<file path="src/rtl/vme_pkg.sv">
// Shared types and constants for the VME slave responder.
package vme_pkg;

   typedef enum logic [2:0] {
      IDLE,
      ACCESS,
      ACK,
      ERROR,
      RESCIND,
      WAIT_AS
   } state_e;

   localparam logic [5:0] AM_A24_SUP_DATA  = 6'h3D;
   localparam logic [5:0] AM_A24_USER_DATA = 6'h39;

   function automatic logic am_accepted(input logic [5:0] am, input bit allow_user);
      return (am == AM_A24_SUP_DATA) || (allow_user && (am == AM_A24_USER_DATA));
   endfunction

endpackage

</file>
<file path="src/rtl/vme_slave_responder_if.sv">
// Backplane and local-bus signals of the VME slave responder.
interface vme_slave_responder_if;

   logic       vme_address_strobe;
   logic       vme_data_strobe_0;
   logic       vme_data_strobe_1;
   logic       vme_write;
   logic [5:0] vme_address_modifier;
   logic [7:0] vme_address_high;

   // Open-collector style lines: the slave supplies level and enable, the pin resolves here
   logic       dtack_drive;
   logic       dtack_enable;
   logic       berr_drive;
   logic       berr_enable;
   wire        vme_dtack;
   wire        vme_berr;

   logic       local_select;
   logic       local_write;
   logic [1:0] local_byte_enable;
   logic       local_ready;

   assign vme_dtack = dtack_enable ? dtack_drive : 1'bz;
   assign vme_berr  = berr_enable  ? berr_drive  : 1'bz;

   modport slave (
      input  vme_address_strobe, vme_data_strobe_0, vme_data_strobe_1, vme_write,
      input  vme_address_modifier, vme_address_high, local_ready,
      output dtack_drive, dtack_enable, berr_drive, berr_enable,
      output local_select, local_write, local_byte_enable
   );

   modport master (
      output vme_address_strobe, vme_data_strobe_0, vme_data_strobe_1, vme_write,
      output vme_address_modifier, vme_address_high, local_ready,
      input  vme_dtack, vme_berr, dtack_drive, dtack_enable, berr_drive, berr_enable,
      input  local_select, local_write, local_byte_enable
   );

endinterface

</file>
<file path="src/rtl/vme_input_sync.sv">
// Two-flop synchroniser for asynchronous backplane strobes; resets to the inactive level.
module vme_input_sync #(
   parameter int unsigned          WIDTH       = 1,
   parameter logic [WIDTH-1:0]     RESET_VALUE = '1
) (
   input  logic             clock,
   input  logic             reset,
   input  logic [WIDTH-1:0] async_i,
   output logic [WIDTH-1:0] sync_o
);

   logic [WIDTH-1:0] meta_q;
   logic [WIDTH-1:0] sync_q;

   always_ff @(posedge clock) begin
      if (!reset) begin
         meta_q <= RESET_VALUE;
         sync_q <= RESET_VALUE;
      end else begin
         meta_q <= async_i;
         sync_q <= meta_q;
      end
   end

   assign sync_o = sync_q;

endmodule

</file>
<file path="src/rtl/vme_slave_responder.sv">
// A24 VME slave: decodes the upper address window, runs a local access and
// terminates the cycle with DTACK*, or BERR* when the local target times out.
module vme_slave_responder
   import vme_pkg::*;
#(
   parameter logic [7:0]  BASE_ADDRESS   = 8'hF0,
   parameter logic [7:0]  ADDRESS_MASK   = 8'hF0,
   parameter bit          ALLOW_USER     = 1'b1,
   parameter int unsigned TIMEOUT_CYCLES = 64
) (
   input  logic                    clock,
   input  logic                    reset,
   vme_slave_responder_if.slave    bus
);

   localparam int unsigned     CW   = (TIMEOUT_CYCLES > 1) ? $clog2(TIMEOUT_CYCLES) : 1;
   localparam logic [CW-1:0]   LAST = CW'(TIMEOUT_CYCLES - 1);

   logic [2:0] strobes_s;
   logic       as_n_s, ds1_n_s, ds0_n_s;
   logic       ds_active, ds_idle, hit;

   vme_input_sync #(
      .WIDTH       (3),
      .RESET_VALUE (3'b111)
   ) u_sync (
      .clock   (clock),
      .reset   (reset),
      .async_i ({bus.vme_address_strobe, bus.vme_data_strobe_1, bus.vme_data_strobe_0}),
      .sync_o  (strobes_s)
   );

   assign {as_n_s, ds1_n_s, ds0_n_s} = strobes_s;
   assign ds_active = !ds0_n_s || !ds1_n_s;
   assign ds_idle   = ds0_n_s && ds1_n_s;
   assign hit = ((bus.vme_address_high & ADDRESS_MASK) == (BASE_ADDRESS & ADDRESS_MASK))
             && am_accepted(bus.vme_address_modifier, ALLOW_USER);

   state_e        state_q, state_d;
   logic [CW-1:0] count_q, count_d;
   logic          select_q, select_d;
   logic          write_q, write_d;
   logic [1:0]    be_q, be_d;
   logic          dtack_drive_q, dtack_drive_d, dtack_en_q, dtack_en_d;
   logic          berr_drive_q, berr_drive_d, berr_en_q, berr_en_d;

   // Outputs are registered: each branch sets the levels seen during the next state
   always_comb begin
      state_d       = state_q;
      count_d       = count_q;
      select_d      = select_q;
      write_d       = write_q;
      be_d          = be_q;
      dtack_drive_d = 1'b1;
      dtack_en_d    = 1'b0;
      berr_drive_d  = 1'b1;
      berr_en_d     = 1'b0;

      case (state_q)
         IDLE: begin
            if (!as_n_s && ds_active) begin
               if (hit) begin
                  state_d  = ACCESS;
                  count_d  = '0;
                  select_d = 1'b1;
                  write_d  = ~bus.vme_write;
                  be_d     = {~ds1_n_s, ~ds0_n_s};
               end else begin
                  state_d = WAIT_AS;
               end
            end
         end
         ACCESS: begin
            if (ds_idle || bus.local_ready || (count_q == LAST)) begin
               select_d = 1'b0;
               write_d  = 1'b0;
               be_d     = '0;
            end
            if (ds_idle) begin
               state_d = WAIT_AS;
            end else if (bus.local_ready) begin
               state_d       = ACK;
               dtack_en_d    = 1'b1;
               dtack_drive_d = 1'b0;
            end else if (count_q == LAST) begin
               state_d      = ERROR;
               berr_en_d    = 1'b1;
               berr_drive_d = 1'b0;
            end else begin
               count_d = count_q + 1'b1;
            end
         end
         ACK: begin
            dtack_en_d    = 1'b1;
            dtack_drive_d = ds_idle;
            if (ds_idle) state_d = RESCIND;
         end
         ERROR: begin
            berr_en_d    = 1'b1;
            berr_drive_d = ds_idle;
            if (ds_idle) state_d = RESCIND;
         end
         RESCIND: state_d = WAIT_AS;
         WAIT_AS: if (as_n_s) state_d = IDLE;
         default: state_d = IDLE;
      endcase
   end

   always_ff @(posedge clock) begin
      if (!reset) begin
         state_q       <= IDLE;
         count_q       <= '0;
         select_q      <= 1'b0;
         write_q       <= 1'b0;
         be_q          <= '0;
         dtack_drive_q <= 1'b1;
         dtack_en_q    <= 1'b0;
         berr_drive_q  <= 1'b1;
         berr_en_q     <= 1'b0;
      end else begin
         state_q       <= state_d;
         count_q       <= count_d;
         select_q      <= select_d;
         write_q       <= write_d;
         be_q          <= be_d;
         dtack_drive_q <= dtack_drive_d;
         dtack_en_q    <= dtack_en_d;
         berr_drive_q  <= berr_drive_d;
         berr_en_q     <= berr_en_d;
      end
   end

   assign bus.local_select      = select_q;
   assign bus.local_write       = write_q;
   assign bus.local_byte_enable = be_q;
   assign bus.dtack_drive       = dtack_drive_q;
   assign bus.dtack_enable      = dtack_en_q;
   assign bus.berr_drive        = berr_drive_q;
   assign bus.berr_enable       = berr_en_q;

endmodule
</file>
<file path="src/flat_wrapper.sv">
// flat-port wrapper written by rule: the top's interface ports become plain ports
module vme_slave_responder_flat import vme_pkg::*;
#(
   parameter logic [7:0]  BASE_ADDRESS   = 8'hF0,
   parameter logic [7:0]  ADDRESS_MASK   = 8'hF0,
   parameter bit          ALLOW_USER     = 1'b1,
   parameter int unsigned TIMEOUT_CYCLES = 64
)
  (clock, reset, bus_vme_address_strobe, bus_vme_data_strobe_0, bus_vme_data_strobe_1, bus_vme_write, bus_vme_address_modifier, bus_vme_address_high, bus_local_ready, bus_dtack_drive, bus_dtack_enable, bus_berr_drive, bus_berr_enable, bus_local_select, bus_local_write, bus_local_byte_enable);
  vme_slave_responder_if bus_i ();
  input  logic clock;
  input  logic reset;
  input wire logic [$bits(bus_i.vme_address_strobe)-1:0] bus_vme_address_strobe;
  input wire logic [$bits(bus_i.vme_data_strobe_0)-1:0] bus_vme_data_strobe_0;
  input wire logic [$bits(bus_i.vme_data_strobe_1)-1:0] bus_vme_data_strobe_1;
  input wire logic [$bits(bus_i.vme_write)-1:0] bus_vme_write;
  input wire logic [$bits(bus_i.vme_address_modifier)-1:0] bus_vme_address_modifier;
  input wire logic [$bits(bus_i.vme_address_high)-1:0] bus_vme_address_high;
  input wire logic [$bits(bus_i.local_ready)-1:0] bus_local_ready;
  output wire logic [$bits(bus_i.dtack_drive)-1:0] bus_dtack_drive;
  output wire logic [$bits(bus_i.dtack_enable)-1:0] bus_dtack_enable;
  output wire logic [$bits(bus_i.berr_drive)-1:0] bus_berr_drive;
  output wire logic [$bits(bus_i.berr_enable)-1:0] bus_berr_enable;
  output wire logic [$bits(bus_i.local_select)-1:0] bus_local_select;
  output wire logic [$bits(bus_i.local_write)-1:0] bus_local_write;
  output wire logic [$bits(bus_i.local_byte_enable)-1:0] bus_local_byte_enable;
  assign bus_i.vme_address_strobe = bus_vme_address_strobe;
  assign bus_i.vme_data_strobe_0 = bus_vme_data_strobe_0;
  assign bus_i.vme_data_strobe_1 = bus_vme_data_strobe_1;
  assign bus_i.vme_write = bus_vme_write;
  assign bus_i.vme_address_modifier = bus_vme_address_modifier;
  assign bus_i.vme_address_high = bus_vme_address_high;
  assign bus_i.local_ready = bus_local_ready;
  assign bus_dtack_drive = bus_i.dtack_drive;
  assign bus_dtack_enable = bus_i.dtack_enable;
  assign bus_berr_drive = bus_i.berr_drive;
  assign bus_berr_enable = bus_i.berr_enable;
  assign bus_local_select = bus_i.local_select;
  assign bus_local_write = bus_i.local_write;
  assign bus_local_byte_enable = bus_i.local_byte_enable;
  vme_slave_responder #(.BASE_ADDRESS(BASE_ADDRESS), .ADDRESS_MASK(ADDRESS_MASK), .ALLOW_USER(ALLOW_USER), .TIMEOUT_CYCLES(TIMEOUT_CYCLES)) u_core (.clock(clock), .reset(reset), .bus(bus_i));
endmodule
</file>
<file path="config.mk">
export PLATFORM = sky130hd
export DESIGN_NAME = vme_slave_responder_flat
export DESIGN_NICKNAME = d
export VERILOG_FILES = /design/src/rtl/vme_pkg.sv /design/src/rtl/vme_slave_responder_if.sv /design/src/rtl/vme_input_sync.sv /design/src/rtl/vme_slave_responder.sv /design/src/flat_wrapper.sv
export SDC_FILE = /design/constraint.sdc
export NUM_CORES = 1
export LEC_CHECK = 0
export ABC_CLOCK_PERIOD_IN_PS = 2900
export CELL_PAD_IN_SITES_DETAIL_PLACEMENT = 2
export CELL_PAD_IN_SITES_GLOBAL_PLACEMENT = 2
export CORE_MARGIN = 3
export CORE_UTILIZATION = 30
export DETAILED_ROUTE_END_ITERATION = 12
export HOLD_SLACK_MARGIN = 0.06
export PLACE_DENSITY = 0.94
export SLEW_MARGIN = 10
export SYNTH_ARGS = -nofsm -noshare
export SYNTH_HDL_FRONTEND = slang
export SYNTH_HIERARCHICAL = 1
export SYNTH_SLANG_ARGS = --single-unit
</file>
<file path="constraint.sdc">
create_clock -name clock -period 2.9 [get_ports clock]
set_input_delay 0.435 -clock clock [delete_from_list [all_inputs] [get_ports clock]]
set_output_delay 0.435 -clock clock [all_outputs]
set_load 0.01 [all_outputs]
</file>
==> metrics.txt, run 1 <==
Starting Density=0.317; compound-gate portion of the synthesized area=0.214; cells along the critical path=ha_1 -> nand3_1 -> o21ai_1 -> o221ai_2 -> a211o_1 -> a21boi_1; first-pass GRT wire length=5.45 mm; Post-CTS Hold Fix Bufs=0; Synth Area in Simple Gates=0.319; clock transition at the registers of the reported paths=0.13 ns; Synth async-reset ratio=0; io pins=29; most frequent cells in the layout=clkdlybuf4s50_1 (23), dfxtp_1 (23), nand2_1 (12); Worst Path Class, Setup=flop to flop; top cells by area, synth=dfxtp_1 (43%), nand2b_1 (4.6%), nand2_1 (4.2%); CTS Root Cell=clkbuf_4; setup slack, reg-to-reg=0.94 ns; minimum clock period=between 1.5 and 2 ns; Pre-Repair DR Iteration Count=4; Syn Nets=139; wire per inst=roughly 17 um; post-CTS setup buffer count=0; DRT antenna net count=0; initial antenna violation count=0; P_leak=~0.50 nW; RR Startpoint=u_core/count_q[0]; Worst-Margin Slew=0.555 ns; synthesized area=between 1000 and 1500 um^2; PwrDens=between 500 and 600 nW/um^2; Resize count post-CTS=0; ys flop type=dfxtp_1; Hold Fails Final Rpt=0; Via Count=983; setup violators final=0; CP Launch Type=flop; RePlAce Congestion=roughly 0.83; worst hold slack=0.427 ns; WP data arrival=approximately 2.2 ns; fin cells=188; die height=66.1 um; max-slew violation count=0; clk sinks=23; CP peak stage delay=0.44 ns; post-synthesis adder-cell area fraction=0.0116; placed insts=184; H-tree depth=1; Yosys reg bits=23; maximum VDD drop=~0.20 mV; mux cell area share after synthesis=0.00925; CTS Buf Count=3; CP max-delay cell=dfxtp_1; placed wire-length estimate=2.51 mm; ANT cells=0; number of global-route vias before repair=1,100; Detailed Route Iter0 Violations=46; Final Cycle Share=0.677; yosys warns=6; worst reg2reg endpoint=u_core/state_q[0]; sequential element share of the synthesized area=0.425; syn_area_per_cell=9.25 um^2; Worst setup startpoint=u_core/count_q[0]; GR Overflow Total=0; cell taking the most area after synthesis=dfxtp_1; Cell variety after synth=41; largest family of logic cells by synthesized area=simple AND/OR/NAND/NOR gates; nets@finish=165; row cnt=21; vias per cell=5.23; RSZ-0062 raised after global routing=no; Area Growth Syn to Fin=28.8%; clk buf depth=2; Synth top area share=0.425; R2R depth=6; crit end category=flop; Max Cap Violations=0; Post-synth EDFFs=0; IO Port Bufs=23; Post-Synthesis Cells=117; clk_lat worst skew=~0.32 ns; xor and xnor area share after synthesis=0; largest net degree at the start of global routing=23; Setup TNS Final=0 ns; core area=3420 um^2; Crit path required time=3.16 ns; CTS tree=done; Worst Clk Skew=between 0.001 and 0.0015 ns; layout cell share with drive strength beyond 1=0.0915; Hold WC Path Type=flop to flop; slew margin rel.=0.628; Total Wirelength=3.24 mm; Residual DRC=0; Peak Freq=509 MHz; Worst Setup EP=u_core/state_q[0]; fillers=403; Die X=66.1 um; Critical Path Fanout Max=5; status=finished clean; Die Footprint=between 4000 and 5000 um^2; All-Layer GR Usage=0.166
-- Yosys cell counts, types with 2 or more instances --
cell and instances:
nor2b_1 7, a21oi_1 7, a32o_1 3, nand2_1 12, nand3_1 7, nor3_1 2, a21o_1 2, dfxtp_1 23
o21ai_0 2, a31oi_1 7, nand2b_1 8, inv_1 2, nor2_1 5, clkbuf_1 2, nor4_4 2
-- how the worst min path moves through the flow --
stage | cells past startpoint | to | from | slack [ns]
final | 1 | u_core/u_sync/sync_o[2] | u_core/u_sync/meta_q[2] | 0.43
after global routing | 1 | u_core/u_sync/sync_o[0] | u_core/u_sync/meta_q[0] | 0.46
after CTS | 1 | u_core/u_sync/sync_o[2] | u_core/u_sync/meta_q[2] | 0.43
after detailed placement | 1 | u_core/u_sync/sync_o[2] | u_core/u_sync/meta_q[2] | 0.40
after global placement | 1 | u_core/u_sync/sync_o[0] | u_core/u_sync/meta_q[0] | 0.39
after floorplan | 1 | u_core/u_sync/sync_o[0] | u_core/u_sync/meta_q[0] | 0.39
-- routing by layer --
layer | up-vias | global-route usage | wire (um)
met1 | 478 | 0.191 | 1370
met5 | - | 0 | 0
li1 | 481 | - | -
met2 | 20 | 0.309 | 1730
met4 | 0 | 0.0533 | 35
met3 | 4 | 0.0255 | 105
-- area by class of cell --
| type | count | area [um^2] | area share |
|---|---|---|---|
| repair buffers | 24 | 238 | 0.171 |
| inverters | 3 | 11.3 | 0.00808 |
| flip-flops and latches | 23 | 460 | 0.330 |
| clock buffers | 3 | 22.5 | 0.0162 |
| well taps | 46 | 57.6 | 0.0413 |
| multi-input cells | 88 | 599 | 0.430 |
| clock inverters | 1 | 5.00 | 0.00359 |
-- metrics by stage --
stage               cell area, um^2  utilization  setup WS, ns  power [mW]
detailed placement             1370        0.400         0.585       0.591
floorplan                      1080            -          1.19       0.511
global placement               1370        0.400         0.650       0.573
global route                   1390        0.408         0.757       0.792
CTS                            1390        0.408         0.951       0.750
finish                         1390        0.408         0.935       0.740
-- cells by family (layout without fill, tap and decap cells) --
kind of cell | after synthesis | in the layout
buffers and inverters | 6 | 31
adder cells (fa/ha/maj) | 1 | 1
AO/OA/AOI/OAI | 32 | 32
AND/OR/NAND/NOR | 54 | 54
multiplexers | 1 | 1
flip-flops | 23 | 23
-- flip-flops by register name (all words and copies together) (netlist names) --
register	count
u_core/bus.berr_enable	1
u_core/u_sync/sync_o	3
u_core/bus.local_write	1
u_core/bus.local_select	1
u_core/bus.berr_drive	1
u_core/bus.local_byte_enable	2
u_core/bus.dtack_drive	1
u_core/state_q	3
u_core/u_sync/meta_q	3
u_core/count_q	6
u_core/bus.dtack_enable	1
-- power breakdown --
part	switching, mW	leakage [nW]	internal, mW
Combinational	0.113	0.293	0.0939
Clock	0.104	0.0177	0.0517
Sequential	0.0409	0.187	0.337
Total	0.258	0.498	0.482
-- worst max-delay path, delay by kind of cell (launching register included) --
family,cells,cell delay (ns)
and+or+nand+nor,1,0.19
AOI/OAI and AO/OA,4,1.06
DFF,1,0.44
adders and majority gates,1,0.21
No activity file was read; power rests on OpenSTA's default activity.
==> run 2: changes to the inputs <==
--- a/config.mk
+++ b/config.mk
@@ -5,14 +5,14 @@
 export SDC_FILE = /design/constraint.sdc
 export NUM_CORES = 1
 export LEC_CHECK = 0
-export ABC_CLOCK_PERIOD_IN_PS = 2900
+export ABC_CLOCK_PERIOD_IN_PS = 1600
 export CELL_PAD_IN_SITES_DETAIL_PLACEMENT = 2
 export CELL_PAD_IN_SITES_GLOBAL_PLACEMENT = 2
 export CORE_MARGIN = 3
-export CORE_UTILIZATION = 30
+export CORE_UTILIZATION = 25
 export DETAILED_ROUTE_END_ITERATION = 12
 export HOLD_SLACK_MARGIN = 0.06
-export PLACE_DENSITY = 0.94
+export PLACE_DENSITY = 0.84
 export SLEW_MARGIN = 10
 export SYNTH_ARGS = -nofsm -noshare
 export SYNTH_HDL_FRONTEND = slang
==> constraint.sdc (replaced) <==
create_clock -name clock -period 1.6 [get_ports clock]
set_input_delay 0.24 -clock clock [delete_from_list [all_inputs] [get_ports clock]]
set_output_delay 0.24 -clock clock [all_outputs]
set_load 0.01 [all_outputs]
==> run 2 against run 1 <==
Compared with the run above:
- the run now ends with setup timing left
- largest power group is now combinational logic
- worst setup slack worse by 0.97 ns
- critical path type unchanged
- sequential power is 71% higher
- count of clock-buffer cells in the layout is 1 higher
==> metrics.txt, run 2 (synthesis gave the netlist of run 1 again) <==
status=finished, violations left; failing checks=setup timing; Crit path required time=1.79 ns; placed wire-length estimate=approximately 2.7 mm; pre-CTS WS=-0.336 ns; Pre-Repair DR Iteration Count=4; initial antenna violation count=0; P_leak=0.714 nW; Max Cap Violations=0; Final Cycle Share=1.02; fillers=436; GR Overflow Total=0; largest net degree at the start of global routing=23; combinational power share=0.418; maximum VDD drop=0.365 mV; crit-path leading delay family=compound AO/OA/AOI/OAI gates; io pins=29; CP peak stage delay=roughly 0.34 ns; Clk pwr share=0.210; DR WL met3=132 um; slew margin rel.=0.778; minimum clock period=1.64 ns; H-tree depth=1; Detailed Route Iter0 Violations=54; WP data arrival=between 1.5 and 2 ns; placed insts=205; most frequent cells in the layout=buf_4 (18), dfxtp_1 (16), clkdlybuf4s50_1 (13); CP max-delay cell=dfxtp_2; core area=4090 um^2; Hold Fails Final Rpt=0; Via Count=1,093; Setup TNS Final=-0.0601 ns; CTS Buf Count=3; Worst Path Buf+Inv=2; Total Wirelength=around 4.4 mm; CTS Root Cell=clkbuf_8; number of global-route vias before repair=between 1,000 and 1,500; Worst Path Class, Setup=flop to flop; Starting Density=0.265; Worst Slack Setup Final=-0.0392 ns; CP Launch Type=flop; top layer in use=met4; Overall Power=around 1.7 mW; Worst Clk Skew=roughly 0.0011 ns; Area Growth Syn to Fin=63.2%; PwrDens=987 nW/um^2; CTS tree=done; clock transition at the registers of the reported paths=0.08 ns; RePlAce Congestion=0.749; layout cell share with drive strength beyond 1=0.354; first-pass GRT wire length=roughly 6.4 mm; clk_lat worst skew=0.26 ns; nets@finish=roughly 190; Die Footprint=5150 um^2; max-slew violation count=0; clk sinks=23; wire per inst=roughly 21 um; DRT antenna net count=0; ANT cells=0; Peak Freq=610 MHz; Worst-Margin Slew=0.332 ns; Die X=71.8 um; Critical Path Fanout Max=6; commonest non-fill, non-tap cell in the layout=buf_4; setup violators final=3; wl on met1=1.98 mm; Switching Power=0.592 mW; IO Port Bufs=23; Residual DRC=0; Hold WC Path Type=flop to flop; cells along the critical path=buf_6 -> buf_12 -> and3b_1 -> a31oi_2 -> o221ai_4 -> a211o_1 -> a21boi_1; crit end category=flop; All-Layer GR Usage=0.160; die height=71.8 um; clk buf depth=2; Most flops, register=u_core/count_q; Cell Int Power=1.15 mW; share of power burned in registers=0.372; final core utilization=0.432; fin cells=~210; max reg flops=6; RSZ-0062 raised after global routing=yes; DR WL met2=2.20 mm; row cnt=23; Sw Ratio=0.339; vias per cell=around 5.1
## run 2: metal layers
layer	track usage	up-vias
met5	0	-
met1	0.206	541
met3	0.0196	8
met4	0.0376	0
li1	-	520
met2	0.283	24
## run 2: power by group through the flow
| stage | clock [mW] | sequential, mW | combinational (mW) |
|---|---|---|---|
| 2_1_floorplan | 0 | 0.663 | 0.264 |
| 3_3_place_gp | 0 | 0.651 | 0.449 |
| 6_report | 0.366 | 0.648 | 0.730 |
| 4_1_cts | 0.379 | 0.643 | 0.580 |
| 3_5_place_dp | 0 | 0.652 | 0.477 |
| 5_1_grt | 0.408 | 0.653 | 0.782 |
## run 2: timing repair
| item | CTS | global route |
|---|---|---|
| setup endpoints to repair | 13 | 12 |
| hold buffers | 0 | 0 |
| buffers inserted | 3 | 2 |
| resized for setup | 15 | 27 |
| pin swaps | 3 | 9 |
## run 2: area by class of cell
class | instances | area (um^2) | share of cell area
multi-input cells | 88 | 722 | 0.409
flip-flops and latches | 23 | 469 | 0.266
well taps | 50 | 62.6 | 0.0354
repair buffers | 46 | 453 | 0.256
clock buffers | 4 | 45.0 | 0.0255
inverters | 3 | 15.0 | 0.00850
## run 2: path summary, 6_finish.rpt
| kind | from | end | slack [ns] | cells after the start |
|---|---|---|---|---|
| max | u_core/state_q[0] | u_core/state_q[0] | -0.04 | 7 |
| min | u_core/u_sync/meta_q[0] | u_core/u_sync/sync_o[0] | 0.43 | 1 |
| min reg2reg | u_core/u_sync/meta_q[0] | u_core/u_sync/sync_o[0] | 0.43 | 1 |
| max reg2reg | u_core/state_q[0] | u_core/state_q[0] | -0.04 | 7 |
## run 2: metrics by stage
stage	instance area (um^2)	hold slack, ns
2_1_floorplan	1080	0.313
3_3_place_gp	1500	0.391
3_5_place_dp	1500	0.411
4_1_cts	1630	0.432
5_1_grt	1770	0.456
6_report	1770	0.429
==> run 3: changes to the inputs <==
--- a/config.mk
+++ b/config.mk
@@ -11,6 +11,7 @@
 export CORE_MARGIN = 3
 export CORE_UTILIZATION = 25
 export DETAILED_ROUTE_END_ITERATION = 12
+export GPL_TIMING_DRIVEN = 0
 export HOLD_SLACK_MARGIN = 0.06
 export PLACE_DENSITY = 0.84
 export SLEW_MARGIN = 10
==> run 3 against run 2 <==
Compared with the run above:
- the run still ends with setup timing left
- clock power grew 6.3%
- sequential share of layout area up 2.2 points
- total power fell by 9.6%
- cell count fell by 5.6%
- worst hold slack got worse by 0.0024 ns
- non-clock buffer count fell by 12
- critical path type is now primary input to flop
==> metrics.txt, run 3 (synthesis gave the netlist of run 1 again) <==
Die X=71.8 um; Total Wirelength=4.30 mm; Die Footprint=5150 um^2; WP data arrival=between 1.5 and 2 ns; Via Count=1,071; clock transition at the registers of the reported paths=roughly 0.090 ns; most frequent cells in the layout=clkdlybuf4s50_1 (18), dfxtp_1 (14), nand2_1 (12); clk buf depth=2; H-tree depth=1; slew margin rel.=0.693; placed wire-length estimate=2.49 mm; ANT cells=0; crit end category=flop; Worst Path Class, Setup=primary input to flop; first-pass GRT wire length=about 6.0 mm; final core utilization=0.405; Setup TNS Final=-0.593 ns; Worst-Margin Slew=0.461 ns; GR Overflow Total=0; status=finished, violations left; placed insts=190; core area=4090 um^2; CTS Buf Count=3; CP Launch Type=primary input; Residual DRC=0; die height=71.8 um; max reg flops=6; Area Growth Syn to Fin=53.1%; setup violators final=10; fin cells=202; fillers=around 440; row cnt=23; wire per inst=roughly 21 um; Max Cap Violations=0; Most flops, register=u_core/count_q; Hold Fails Final Rpt=0; nets@finish=between 150 and 200; vias per cell=around 5.3; Detailed Route Iter0 Violations=48; largest net degree at the start of global routing=15; CTS tree=done; Worst Clk Skew=0.00548 ns; PwrDens=~950 nW/um^2; layout cell share with drive strength beyond 1=0.316; maximum VDD drop=0.386 mV; clk_lat worst skew=between 0.2 and 0.3 ns; Final Cycle Share=1.07; clk sinks=23; fin area=1660 um^2; CTS Root Cell=clkbuf_8; Starting Density=0.265; number of global-route vias before repair=roughly 1,200; Peak Freq=585 MHz; placed cell area=1380 um^2; RSZ-0062 raised after global routing=yes; Worst Slack Setup Final=-0.110 ns; initial antenna violation count=0; worst hold slack=0.426 ns; minimum clock period=1.71 ns; failing checks=setup timing; Post-CTS Hold Fix Bufs=0; All-Layer GR Usage=0.154; Hold WC Path Type=flop to flop; io pins=29; Pre-Repair DR Iteration Count=4; P_leak=roughly 0.61 nW; Critical Path Fanout Max=4; Crit path required time=between 1.5 and 2 ns; RePlAce Congestion=~0.74; max-slew violation count=0; commonest non-fill, non-tap cell in the layout=clkdlybuf4s50_1; IO Port Bufs=23; DRT antenna net count=0
run 3: cell types whose count changed in the layout (fill, tap and decap cells not counted), moves of 3 or more:
cell / before / now
buf_4: 18 / 8
dlymetal6s2s_1: 7 / 4
buf_6: 3 / 0
clkdlybuf4s50_1: 13 / 18
dlygate4sd2_1: 3 / 0
run 3: per-stage QoR:
step / total power [mW] / setup slack, ns
global route: 1.65 / -0.187
finish: 1.58 / -0.110
CTS: 1.50 / -0.00885
global placement: 1.05 / -0.546
floorplan: 0.927 / 0.0382
detailed placement: 1.07 / -0.676
run 3: final cells by class:
class / instances / area (um^2) / share of cell area
Tap cell: 50 / 62.6 / 0.0378
Timing Repair Buffer: 31 / 300 / 0.181
Sequential cell: 23 / 477 / 0.288
Clock buffer: 3 / 41.3 / 0.0249
Inverter: 3 / 11.3 / 0.00680
Buffer: 3 / 16.3 / 0.00982
Clock inverter: 1 / 5.00 / 0.00302
Multi-Input combinational cell: 88 / 743 / 0.449
run 3: path summary, 6_finish.rpt:
kind,from,end,slack [ns],depth (start not counted)
worst max-delay path,bus_vme_address_modifier[1],u_core/count_q[1],-0.11,6
worst min-delay path,u_core/u_sync/meta_q[2],u_core/u_sync/sync_o[2],0.43,1
worst min register to register,u_core/u_sync/meta_q[2],u_core/u_sync/sync_o[2],0.43,1
worst max register to register,u_core/state_q[0],u_core/count_q[1],-0.07,5
run 3: power by group:
part / switching (mW) / internal (mW) / total [mW]
clock network: 0.213 / 0.175 / 0.389
logic: 0.299 / 0.217 / 0.516
registers: 0.0595 / 0.612 / 0.672
total: 0.572 / 1.01 / 1.58
run 3: metal layers:
| layer | global-route usage | wire, um | part of all wire |
|---|---|---|---|
| met2 | 0.284 | 2320 | 0.54 |
| met1 | 0.160 | 1700 | 0.39 |
| met5 | 0 | 0 | 0 |
| met3 | 0.0351 | 118 | 0.027 |
| met4 | 0.0856 | 162 | 0.038 |
run 3: critical path, stage by stage:
cell and delay [ns]:
clkdlybuf4s50_1 0.41, nand2b_1 0.18, o32a_1 0.40, nor4_4 0.30, buf_4 0.21, mux2i_1 0.18
run 3: repair_timing:
action	in CTS	in global routing
cloned	0	0
pin swaps	5	7
endpoints found under the setup margin	13	13
setup buffers	4	4
gates resized for setup	22	25
